**config.mk**
```make
export PLATFORM = sky130hd
export DESIGN_NAME = mmio_copy_master
export DESIGN_NICKNAME = d
export VERILOG_FILES = /design/src/rtl/mmio_copy_master.sv
export SDC_FILE = /design/constraint.sdc
export NUM_CORES = 1
export LEC_CHECK = 0
export ABC_AREA = 0
export CAP_MARGIN = 40
export CELL_PAD_IN_SITES_DETAIL_PLACEMENT = 1
export CELL_PAD_IN_SITES_GLOBAL_PLACEMENT = 2
export CORE_ASPECT_RATIO = 0.9
export CORE_MARGIN = 2
export CORE_UTILIZATION = 24
export CTS_BUF_LIST = sky130_fd_sc_hd__clkbuf_8
export DETAILED_ROUTE_END_ITERATION = 16
export PLACE_DENSITY = 0.89
export SETUP_SLACK_MARGIN = 0.5
export SYNTH_ARGS = -nofsm -noshare
export SYNTH_HDL_FRONTEND = slang
export SYNTH_SLANG_ARGS = --single-unit
```
**constraint.sdc**
```tcl
create_clock -name clk -period 2.1 [get_ports clk]
set_input_delay 0.63 -clock clk [delete_from_list [all_inputs] [get_ports clk]]
set_output_delay 0.63 -clock clk [all_outputs]
set_load 0.01 [all_outputs]
```
**src/rtl/mmio_copy_master.sv**
```systemverilog
// Bus initiator that copies word_cnt 32-bit words from a source range to a destination range,
// one READ/WRITE cycle pair per word, then pulses done.
module mmio_copy_master #(
    parameter int unsigned CNT_W = 8
) (
    input  logic             clk,
    input  logic             rst,
    input  logic             start,
    input  logic [31:0]      src_addr,
    input  logic [31:0]      dst_addr,
    input  logic [CNT_W-1:0] word_cnt,
    input  logic [31:0]      mem_rd,
    output logic             mem_we,
    output logic [31:0]      mem_addr,
    output logic [31:0]      mem_wd,
    output logic             busy,
    output logic             done,
    output logic [CNT_W-1:0] words_left
);

    typedef enum logic [1:0] {
        StIdle,
        StRead,
        StWrite,
        StDone
    } state_e;

    state_e           state_q, state_d;
    logic [31:0]      src_ptr_q, src_ptr_d;
    logic [31:0]      dst_ptr_q, dst_ptr_d;
    logic [31:0]      data_q, data_d;
    logic [CNT_W-1:0] cnt_q, cnt_d;

    // Byte-offset bits are ignored; pointers are always word-aligned.
    logic unused_addr_bits;
    assign unused_addr_bits = ^{src_addr[1:0], dst_addr[1:0]};

    always_comb begin
        state_d   = state_q;
        src_ptr_d = src_ptr_q;
        dst_ptr_d = dst_ptr_q;
        data_d    = data_q;
        cnt_d     = cnt_q;
        case (state_q)
            StIdle: begin
                if (start) begin
                    if (word_cnt != '0) begin
                        src_ptr_d = {src_addr[31:2], 2'b00};
                        dst_ptr_d = {dst_addr[31:2], 2'b00};
                        cnt_d     = word_cnt;
                        state_d   = StRead;
                    end else begin
                        state_d = StDone;
                    end
                end
            end
            StRead: begin
                data_d  = mem_rd;
                state_d = StWrite;
            end
            StWrite: begin
                src_ptr_d = src_ptr_q + 32'd4;
                dst_ptr_d = dst_ptr_q + 32'd4;
                cnt_d     = cnt_q - CNT_W'(1);
                state_d   = (cnt_q == CNT_W'(1)) ? StDone : StRead;
            end
            StDone: begin
                state_d = StIdle;
            end
            default: begin
                state_d = StIdle;
            end
        endcase
    end

    // Outputs decode from state and registers only; mem_rd never reaches an output directly.
    always_comb begin
        mem_we   = 1'b0;
        mem_addr = 32'h0;
        busy     = 1'b0;
        done     = 1'b0;
        case (state_q)
            StRead: begin
                mem_addr = src_ptr_q;
                busy     = 1'b1;
            end
            StWrite: begin
                mem_addr = dst_ptr_q;
                mem_we   = 1'b1;
                busy     = 1'b1;
            end
            StDone: begin
                done = 1'b1;
            end
            default: begin
                mem_we = 1'b0;
            end
        endcase
    end

    assign mem_wd     = data_q;
    assign words_left = cnt_q;

    always_ff @(posedge clk) begin
        if (rst) begin
            state_q   <= StIdle;
            src_ptr_q <= 32'h0;
            dst_ptr_q <= 32'h0;
            data_q    <= 32'h0;
            cnt_q     <= '0;
        end else begin
            state_q   <= state_d;
            src_ptr_q <= src_ptr_d;
            dst_ptr_q <= dst_ptr_d;
            data_q    <= data_d;
            cnt_q     <= cnt_d;
        end
    end

endmodule

```
==> results.ini <==
[outcome]
status = finished, violations left
violations = negative setup slack

[cells_and_area]
stdcell_area_mm2 = 0.0118
syn2layout_area_growth_pct = 94.7
fin_nets = 1241
drive_above_1_share_pct = 52.9

[hold_path]
worstHoldStart = mem_wd[4]
hp-class = flip-flop to flip-flop
min_to = mem_wd[4]
holdPathStages = 2

[global_route]
grt_overflow = 0
grt_max_degree = 98
grt_pass1_wl_um = 47300
antenna_found_initial = 1
grt_pass1_vias = 8230
grt.total_usage_pct = 23.0

[worst_setup_path]
reg2reg_from = dst_ptr_q[6]
critical_path_required_ns = 1.47
critPathKind = flip-flop to primary output
cp_data_arrival_time_ns = 1.90
critPathLaunchType = flip-flop
reg2reg_slack_ns = -0.24
r2r-end = dst_ptr_q[21]
cp_max_fo = 15
crit_path_end_kind = primary output
worst_r2r_path_depth = 5

[synth]
synth_top_area_cell = dfxtp_1
netlist_area_mm2 = 0.00608
synth_cells = 799
netlist.area_leader.share_pct = 33.6
synth_top_cells_by_area = dfxtp_1 34%, mux2i_1 5.9%, a21oi_1 5.0%
synth_top_flop_cell = dfxtp_1
postSynthAreaPerCell_um2 = 7.61
yosysWarnings = 0
synth_enable_flop_cells = 0
async_flop_share_pct = 0
ys_ff_latch = 102
ys_types = 59
seq_area_frac_synth_pct = 33.6

[drt]
drt-initial-drc-count = 717
final_antenna_net_count = 0
vias = 8400
route.detailed.drc = 0
firstDrtPassIters = 5
vias_per_cell = 5.70
wl_per_cell_um = 25.2
drt-total-wl_um = 37100

[timing]
max_freq_mhz = 395
finalSetupViolCount = 97
fin_ws_ns = -0.432
hold_slack_ns = 0.496
fin_worst_skew_ns = 0.0262
min_period_ns = 2.53
fin_tns_setup_ns = -17.25
final.period_utilization_pct = 121
rsz0062_at_grt = true
finalHoldViolations = 0
drv_slew = 0
worst_pin_slew_ns = 0.679
relSlewSlack_pct = 54.3

[place]
hpwl_um = 19100
place_ws_ns = -0.522
placed_area_mm2 = 0.00934
portBuffers = 175
place.gp.congestion = 0.877

[clock_tree]
cts_buffer_depth = 2
htree_levels = 3
clk_latency_ns = 0.43
cts_buffers = 9
clock-sinks = 102
cts-root-buf = clkbuf_8
clkTransAtPathRegs_ns = 0.13
cts_tree = yes

[pwr]
vdd_drop_max_mv = 0.632
power.density_mw_per_mm2 = 1440
p_leak_nw = 4.37

[floorplan]
boundaryPins = 182
start_util_pct = 24.3
die_y_um = 155
core_area_mm2 = 0.0250
dieWidth_um = 172
core.rowCount = 55
die_area_mm2 = 0.0266

[job]
drv_cap = 0

## critical path: stages (launching register included)
cell	delay, ns
dfxtp_4	0.40
inv_4	0.04
buf_4	0.13
ha_4	0.37
buf_12	0.18
a21boi_2	0.18
buf_2	0.16
## per-layer routing
metal  GRT usage [%]  up-vias  wire [um]
li1                -     3635          -
met1            28.0     4187      14300
met2            39.1      430      18300
met3            5.49      148       2480
met4            9.16        0       2010
met5               0        -          0
## placed cells by master, fill, tap and decap left out, drive strengths merged, types with 14 or more instances in the layout
cell           netlist  layout
a211oi              18      18
a21oi               61      61
a22oi               33      33
buf                 12     274
clkbuf              55      14
clkdlybuf4s50        0      93
dfxtp              102     102
inv                 19      24
mux2i               36      36
nand2               63      63
nand3               39      39
nand4               15      15
nor2                70      70
nor2b               44      44
nor3                26      26
nor4                19      19
o21ai               58      58
## repair_timing
item	CTS	global route
hold buffers	0	0
setup endpoints to repair	144	123
setup buffers	62	25
hold endpoints to repair	0	0
gates cloned	13	5
pin swaps	69	96
resized for setup	513	191
## synthesized netlist by cell type (3+ instances only)
cell       count
mux2i_1       36
nor2b_1       44
a22oi_1       33
o211ai_1       5
or3_1          5
clkbuf_1      55
a41oi_1        5
o2bb2ai_1      6
a221oi_1       5
nand3b_1       3
and2_1         4
a31oi_1        9
buf_1          9
and4_1         3
o32ai_1        8
o21a_1         5
or4_1          9
o31ai_1        3
dfxtp_1      102
nand2_1       63
nand3_1       38
inv_1         18
and3_1        11
nor2_1        70
nand4_1       15
o21ai_0       56
a21o_1         3
nor4_1        16
o22ai_1       10
ha_1           8
o31a_1         4
a21oi_1       61
nor3_1        26
a211oi_1      18
## sequential cells by signal, indices dropped and copies added, names as in the netlist
register	flops
dst_ptr_q	30
mem_wd	32
src_ptr_q	30
state_q	2
words_left	8
## through the flow
step / utilization (%) / total power, mW / cells
floorplan: - / 7.30 / 800
global placement: 37.3 / 9.94 / 1352
detailed placement: 37.3 / 10.1 / 1352
CTS: 42.7 / 14.2 / 1443
global route: 47.2 / 17.7 / 1473
finish: 47.3 / 17.1 / 1474
## area by class of cell
cell class                 count  area [um2]
tap                          342         428
fill                        2820       13200
timing repair buffer         382        3930
multi-input combinational    612        5020
antenna                        1        2.50
inverter                      19        88.8
sequential                   102        2170
clock inverter                 7        76.3
clock buffer                   9         124
## worst max path at each step
stage,start,depth (start not counted),slack (ns),to
after CTS,state_q[1],8,-0.37,mem_addr[10]
after detailed placement,word_cnt[3],8,-0.52,dst_ptr_q[19]
after global routing,state_q[1],6,-0.45,mem_addr[9]
after floorplan,state_q[0],7,0.24,mem_addr[27]
after global placement,word_cnt[3],8,-0.49,dst_ptr_q[19]
final,state_q[1],6,-0.43,mem_addr[9]
## cell families after synthesis
family / count (synthesis) / share of synthesized area, %
AO/OA/AOI/OAI: 247 / 26.2
adder cells (fa/ha/maj): 8 / 1.65
buffers and inverters: 86 / 5.45
flip-flops: 102 / 33.6
multiplexers: 37 / 6.11
other: 1 / 0.0617
AND/OR/NAND/NOR: 318 / 26.9
## power breakdown
| group | leakage, nW | total [mW] | internal, mW | switching [mW] |
|---|---|---|---|---|
| Combinational | 3.40 | 12.0 | 6.19 | 5.77 |
| Sequential | 0.869 | 3.67 | 2.70 | 0.972 |
| Clock | 0.103 | 1.44 | 0.480 | 0.959 |
| Total | 4.37 | 17.1 | 9.37 | 7.70 |
(Power assumes the default switching activity.)
